### config.mk
export PLATFORM = sky130hd
export DESIGN_NAME = l1a_host_bus_seq
export DESIGN_NICKNAME = d
export VERILOG_FILES = /design/src/rtl/l1a_bus_pkg.sv /design/src/rtl/l1a_phi0_sync.sv /design/src/rtl/l1a_host_bus_seq.sv
export SDC_FILE = /design/constraint.sdc
export NUM_CORES = 1
export LEC_CHECK = 0
export CAP_MARGIN = 10
export CORE_MARGIN = 3
export CORE_UTILIZATION = 36
export CTS_CLUSTER_SIZE = 14
export DETAILED_ROUTE_END_ITERATION = 6
export GPL_ROUTABILITY_DRIVEN = 0
export PLACE_DENSITY = 0.76
export SKIP_LAST_GASP = 1
export SYNTH_ARGS = -nofsm -noshare
export SYNTH_HDL_FRONTEND = slang
export SYNTH_SLANG_ARGS = --single-unit
### constraint.sdc
create_clock -name cpu_clk_phi2 -period 1.52 [get_ports cpu_clk_phi2]
set_input_delay 0.304 -clock cpu_clk_phi2 [delete_from_list [all_inputs] [get_ports cpu_clk_phi2]]
set_output_delay 0.304 -clock cpu_clk_phi2 [all_outputs]
set_load 0.01 [all_outputs]
### src/rtl/l1a_bus_pkg.sv
// Shared types and constants for the level-1a host bus sequencer.
package l1a_bus_pkg;

  typedef enum logic [1:0] {
    IDLE  = 2'd0,
    ALIGN = 2'd1,
    HOST  = 2'd2,
    DONE  = 2'd3
  } state_t;

  localparam int unsigned HOST_WAIT_MAX     = 7;
  localparam logic [7:0]  HOST_BANK_DEFAULT = 8'hFF;

endpackage

### src/rtl/l1a_phi0_sync.sv
// Synchronises the asynchronous host phi0 into the CPU clock domain and
// flags its rising and falling edges.
module l1a_phi0_sync #(
  parameter int unsigned SYNC_STAGES = 2
) (
  input  logic i_clk,
  input  logic i_rstb,
  input  logic i_phi0,
  output logic o_phi0_s,
  output logic o_rise,
  output logic o_fall
);

  logic [SYNC_STAGES-1:0] r_sync;
  logic                   r_phi0_d;

  always_ff @(posedge i_clk) begin
    if (!i_rstb) begin
      r_sync   <= '0;
      r_phi0_d <= 1'b0;
    end else begin
      r_sync   <= {r_sync[SYNC_STAGES-2:0], i_phi0};
      r_phi0_d <= r_sync[SYNC_STAGES-1];
    end
  end

  assign o_phi0_s = r_sync[SYNC_STAGES-1];
  assign o_rise   = o_phi0_s & ~r_phi0_d;
  assign o_fall   = ~o_phi0_s & r_phi0_d;

endmodule

### src/rtl/l1a_host_bus_seq.sv
// 65816 cycle decoder and host (6502) bus sequencer for the level-1a CPLD.
// Optional: define L1A_HOST_VEC_REMAP_EN to route all vector pulls to the host.
module l1a_host_bus_seq
  import l1a_bus_pkg::*;
#(
  parameter int unsigned RAM_HI_W    = 2,
  parameter logic [7:0]  HOST_BANK   = HOST_BANK_DEFAULT,
  parameter int unsigned HOST_WAIT   = 0,
  parameter int unsigned SYNC_STAGES = 2
) (
  input  logic                cpu_clk_phi2,
  input  logic                rstb,
  input  logic                cpu_vda,
  input  logic                cpu_vpa,
  input  logic                cpu_vpb,
  input  logic                cpu_rdnw,
  input  logic [7:0]          cpu_bank,
  input  logic [7:0]          cpu_din,
  input  logic                host_phi0,
  input  logic [7:0]          host_din,
  output logic                rdy,
  output logic                ram_ceb,
  output logic [RAM_HI_W-1:0] ram_addr_hi,
  output logic                host_rdnw,
  output logic [7:0]          host_dout,
  output logic                host_data_oe,
  output logic [7:0]          cpu_dout,
  output logic                cpu_data_oe,
  output logic                host_busy
);

  localparam logic [2:0] L_WAIT = 3'(HOST_WAIT);

  state_t     r_state, w_state_nxt;
  logic [2:0] r_per, w_per_nxt;
  logic [7:0] r_rd_q, w_rd_q_nxt;

  logic w_valid, w_host_req, w_ram_req;
  logic w_phi0_s, w_rise, w_fall, w_fall_q;

  assign w_valid = (cpu_vda | cpu_vpa) & rstb;
`ifdef L1A_HOST_VEC_REMAP_EN
  assign w_host_req = w_valid & ((cpu_bank == HOST_BANK) | ~cpu_vpb);
`else
  assign w_host_req = w_valid & (cpu_bank == HOST_BANK);
`endif
  assign w_ram_req = w_valid & ~w_host_req;

  assign ram_ceb     = ~w_ram_req;
  assign ram_addr_hi = cpu_bank[RAM_HI_W-1:0];
  assign cpu_dout    = r_rd_q;

  l1a_phi0_sync #(
    .SYNC_STAGES(SYNC_STAGES)
  ) u_sync (
    .i_clk   (cpu_clk_phi2),
    .i_rstb  (rstb),
    .i_phi0  (host_phi0),
    .o_phi0_s(w_phi0_s),
    .o_rise  (w_rise),
    .o_fall  (w_fall)
  );

  // A fall is only honoured while the synchronised level is low.
  assign w_fall_q = w_fall & ~w_phi0_s;

  always_ff @(posedge cpu_clk_phi2) begin
    if (!rstb) begin
      r_state <= IDLE;
      r_per   <= '0;
      r_rd_q  <= '0;
    end else begin
      r_state <= w_state_nxt;
      r_per   <= w_per_nxt;
      r_rd_q  <= w_rd_q_nxt;
    end
  end

  always_comb begin
    w_state_nxt  = r_state;
    w_per_nxt    = r_per;
    w_rd_q_nxt   = r_rd_q;
    rdy          = 1'b1;
    host_rdnw    = 1'b1;
    host_data_oe = 1'b0;
    host_dout    = cpu_din;
    host_busy    = 1'b0;
    cpu_data_oe  = 1'b0;
    case (r_state)
      IDLE: begin
        rdy = ~w_host_req;
        if (w_host_req) w_state_nxt = ALIGN;
      end
      ALIGN: begin
        rdy = 1'b0;
        if (w_rise) begin
          w_state_nxt = HOST;
          w_per_nxt   = '0;
        end
      end
      HOST: begin
        rdy          = 1'b0;
        host_busy    = 1'b1;
        host_rdnw    = cpu_rdnw;
        host_data_oe = ~cpu_rdnw;
        // Rise takes priority so a coincident fall is dropped.
        if (w_rise) begin
          w_per_nxt = r_per + 3'd1;
        end else if (w_fall_q && (r_per == L_WAIT)) begin
          w_rd_q_nxt  = host_din;
          w_state_nxt = DONE;
        end
      end
      DONE: begin
        cpu_data_oe = cpu_rdnw;
        w_state_nxt = IDLE;
      end
      default: w_state_nxt = IDLE;
    endcase
  end

endmodule

Word level (Yosys, flattened, before mapping)
Cells that the tools add are included.

Reductions and logical operators: 8. Eq/ne operators: 9. Bitwise operators: 13. Mux-type cells: 13. $add $sub $neg: 1.

Operator list (number): equality test 8 bit (second input constant) (1); 2-to-1 mux 2 bit (4); case mux 2 bit (4 select lines) (1); AND 1 bit (6); 2-to-1 mux 3 bit (2); inequality test 2 bit (second input constant) (3); inverter 1 bit (6); case mux 3 bit (2 select lines) (1); AND reduction 3 bit (2); equality test 2 bit (second input constant) (2); 2-to-1 mux 1 bit (4); inequality test 2 x 1 -> 1 bit (second input constant) (2); AND reduction 4 bit (1); adder 3 x 1 -> 3 bit (second input constant) (1); logical NOT 3 bit (1); equality test 2 x 1 -> 1 bit (second input constant) (1); logical NOT 2 bit (1); case mux 1 bit (2 select lines) (1); nonzero test 2 bit (1); OR reduction 2 bit (1); logical AND 1 bit (1); bitwise OR 1 bit (1).

Logic and storage cells: 49. Register bits after elaboration: 16. Output and inout bits: 24. Input bits: 31.

Longest topological paths before layout
Gate-level depths: netlist of run 1.

Word-level depth: 7. Mapped depth: 7. Gate-level depth less buffers: 6.

Cells and area by module
Synthesis of run 1 repeated with hierarchy kept, for this count alone.

Cell total of the unflattened synthesis: 91. Area total of the unflattened synthesis: 878.3 um2.

Modules (own cells, without submodules): l1a_host_bus_seq (cells each 83, instances 1, area an instance 787.0 um2); l1a_phi0_sync (cells each 8, instances 1, area an instance 91.3 um2).

Worst setup path before layout of run 1
OpenSTA, ideal clock, no wires.

Path type: register to register. Start point: reg r_state[0]. End point: reg r_state[1]. Setup slack: 0.066 ns. Data arrival time: 1.383 ns. Cell stages (with the launch flop): 8. Period minus slack after synthesis: 1.454 ns. Buffers on the path: 1. Data required time: 1.448 ns. Path through: dfxtp_1 inv_1 ha_1 buf_2 inv_1 o21ba_2 o21ai_2 mux2i_1.

Word-level cells in the longest chain between the ends: 3.

Ends and longest elaborated chain: start: declaration (line l1a_host_bus_seq.sv:34) `state_t r_state, w_state_nxt;`; start signal: assignment (line l1a_host_bus_seq.sv:73) `r_state <= w_state_nxt;`; equality test 2 x 1 -> 1 bit, or another cell as far along (line l1a_host_bus_seq.sv:89) `case (r_state)`; inequality test 2 x 1 -> 1 bit (no line) / inequality test 2 bit (equally long branches); AND reduction 4 bit (no line).

Parallel ways exist; a longest one is shown, timed or not. A chain may end at the register's enable or synchronous reset.

Worst setup path in the final report of run 1
Start point: in cpu_bank[7]. End point: out rdy.

Word-level cells in the longest chain between the ends: 4.

Ends and longest elaborated chain: start: declaration (line l1a_host_bus_seq.sv:17) `input logic [7:0] cpu_bank,`; equality test 8 bit (line l1a_host_bus_seq.sv:45) `assign w_host_req = w_valid & (cpu_bank == HOST_BANK);`; AND 1 bit (line l1a_host_bus_seq.sv:45); inverter 1 bit (line l1a_host_bus_seq.sv:91) `rdy = ~w_host_req;`; case mux 1 bit (2 select lines) (line l1a_host_bus_seq.sv:89); end: declaration (line l1a_host_bus_seq.sv:21) `output logic rdy,`.

No other way between the ends.

==> results of run 1 <==
[worst paths after layout]
| path | end | slack (ns) | cells past startpoint |
|---|---|---|---|
| max | rdy | -0.002 | 5 |
| min | u_sync.r_sync[1] | 0.44 | 1 |
| min reg2reg | u_sync.r_sync[1] | 0.44 | 1 |
| max reg2reg | r_state[1] | 0.04 | 6 |
[cells in the mapped netlist]
library cell  number  area [sq um]
dfxtp_1           16           320
nor2b_1           12          75.1
buf_4             10          75.1
mux2i_1            9          90.1
ha_1               7          87.6
inv_1              6          22.5
and2_1             4          25.0
nand2_1            4          15.0
nand2b_1           3          18.8
a21oi_1            2          10.0
nand4_1            2          12.5
o21ai_0            2          10.0
o21ai_2            2          17.5
a211o_1            1          8.76
a21boi_0           1          7.51
a32oi_1            1          8.76
and4bb_2           1          12.5
buf_2              1          5.00
clkbuf_1           1          3.75
nand2_2            1          6.26
nor2_1             1          3.75
nor3_1             1          5.00
nor3b_1            1          7.51
o21ba_2            1          10.0
o21bai_1           1          7.51
o31ai_4            1          21.3
[per-layer routing]
layer / up-vias / track usage / wire length, um
met5: - / 0 / 0
met4: 0 / 0.0451 / 21
met3: 2 / 0.0394 / 91
met1: 343 / 0.147 / 794
met2: 14 / 0.240 / 1250
li1: 376 / - / -
[power by group]
group / internal (mW) / switching (mW)
registers: 0.424 / 0.00511
logic: 0.103 / 0.0606
clock network: 0.146 / 0.131
[logic make-up after synthesis]
family	count (synthesis)	synth area share
fa+ha+maj	7	0.0987
simple gates	30	0.204
compound gates	12	0.114
buf+inv	18	0.120
mux	9	0.102
flops	16	0.361
[critical path, cell delays in order]
cell,delay (ns)
dlygate4sd2_1,0.20
nand4_1,0.17
o31ai_4,0.35
nand2b_4,0.07
buf_6,0.12
[repair_timing]
item	in CTS	in global routing
cloned	0	0
gates resized for setup	32	24
pin swaps	6	4
endpoints found under the setup margin	9	13
setup buffers	1	1
[state kept, by name, summed over array words and instances, names as in the netlist]
name and cells:
cpu_dout 8, u_sync.r_phi0_d 1, u_sync.r_sync 2, r_state 2
r_per 3
[final cells by class]
| class | instances | area [sq um] | area share |
|---|---|---|---|
| Timing Repair Buffer | 47 | 444 | 0.322 |
| Inverter | 6 | 25.0 | 0.0181 |
| Multi-Input combinational cell | 58 | 513 | 0.372 |
| Sequential cell | 16 | 327 | 0.237 |
| Clock buffer | 4 | 36.3 | 0.0263 |
| Tap cell | 28 | 35.0 | 0.0254 |
[per-stage QoR]
step	util	hold WS, ns	TNS, ns	cell area [sq um]	cells
6_report	0.606	0.438	-0.00200	1380	159
5_1_grt	0.606	0.461	-0.0779	1380	159
4_1_cts	0.572	0.448	-0.145	1300	158
3_5_place_dp	0.557	0.424	-2.16	1270	153
3_3_place_gp	0.557	0.416	-1.92	1270	153
2_1_floorplan	-	0.412	0	887	92
==> flow_summary.toml, run 1 <==
[run_status]
status = "finished, violations left"
violations = "setup timing"

[cells_and_area]
diodes = 0
n_fill_cell = 199
final_cell_mix = "clkdlybuf4s50_1 (17), dfxtp_1 (13), nor2b_1 (12)"
drive_gt1_frac = 0.282
final_common_cell = "clkdlybuf4s50_1"
area_growth_syn_to_layout_pct = 55.6
nNetsFinal = 170

[synthesis]
yosysSeqAreaShare = 0.361
syn_inst = 92
syn_area_sq_um = 887
yosysUniqueCellTypes = 26
avgSynthCellArea_sq_um = 9.64
synth-warning-count = 0
synth-seq-cells = 16
syn-num-nets = 130

[critical_path]
worstSetupPathType = "input port to primary output"
arrival_ns = 1.22
required_ns = 1.22
worstSetupEndpointType = "primary output"
reg2reg_from = "r_per[0]"
crit_start = "cpu_bank[7]"
start_kind = "input port"
crit_path_max_fanout = 2

[clocking]
postCtsHoldBufs = 0
cts_tree = "built"
path_clk_slew_ns = 0.09
h-tree-depth = 1
clockBufferDepth = 2
numCtsBuffers = 3
cts_sinks = 16
insertion_delay_ns = 0.28
cts-root-buf = "clkbuf_4"

[grt]
antenna_found_initial = 0
grt_pass1_wl_um = 3370
overflow = 0
grtUsageTotal = 0.133
grt_pass1_vias = 717
grt_max_degree = 18

[pwr]
power.leakage_nw = 0.694
power_density_nw_per_um2 = 630
ir_drop_mv = 0.576
power.total_uw = 869

[route]
viasPerCell = 4.62
wl_per_cell_um = 13.5
drt_iter0_drc = 9
ant_nets = 0
dr.pass1.iters = 3
route.detailed.drc = 0
wl_um = 2150
num_vias = 735

[timing]
min_period_ns = 1.52
slew_headroom = 0.772
setup_slack_ns = -0.00200
skew_ns = 0.00530
hold_viol = 0
rsz0062_at_grt = "yes"
final_max_slew_viol_count = 0
max_freq_mhz = 657
max_slew.worst_pin.slew_ns = 0.338
finalSetupViolCount = 1
post-route-period-util = 1.00

[placement]
numPortBuffers = 37
dp_hpwl_um = 1620
post-place-ws_ns = -0.560

[floorplan]
die_y_um = 55.6
fp.coreArea_sq_um = 2280
initial_core_util = 0.390
dieWidth_um = 55.6
num_io_pins = 55
rows = 17
die_area_sq_um = 3100

[run]
max_cap_viol_count = 0

[hold_path]
hold_path.class = "register to register"
min_from = "u_sync.r_sync[0]"
No activity file was read; power rests on OpenSTA's default activity.
==> run 2, diff against run 1 <==
--- a/config.mk
+++ b/config.mk
@@ -11,6 +11,7 @@
 export CTS_CLUSTER_SIZE = 14
 export DETAILED_ROUTE_END_ITERATION = 6
 export GPL_ROUTABILITY_DRIVEN = 0
+export HOLD_SLACK_MARGIN = 0.06
 export PLACE_DENSITY = 0.76
 export SKIP_LAST_GASP = 1
 export SYNTH_ARGS = -nofsm -noshare
==> results of run 2 <==
No change in the layout: final DEF, timing and power equal those of run 1.
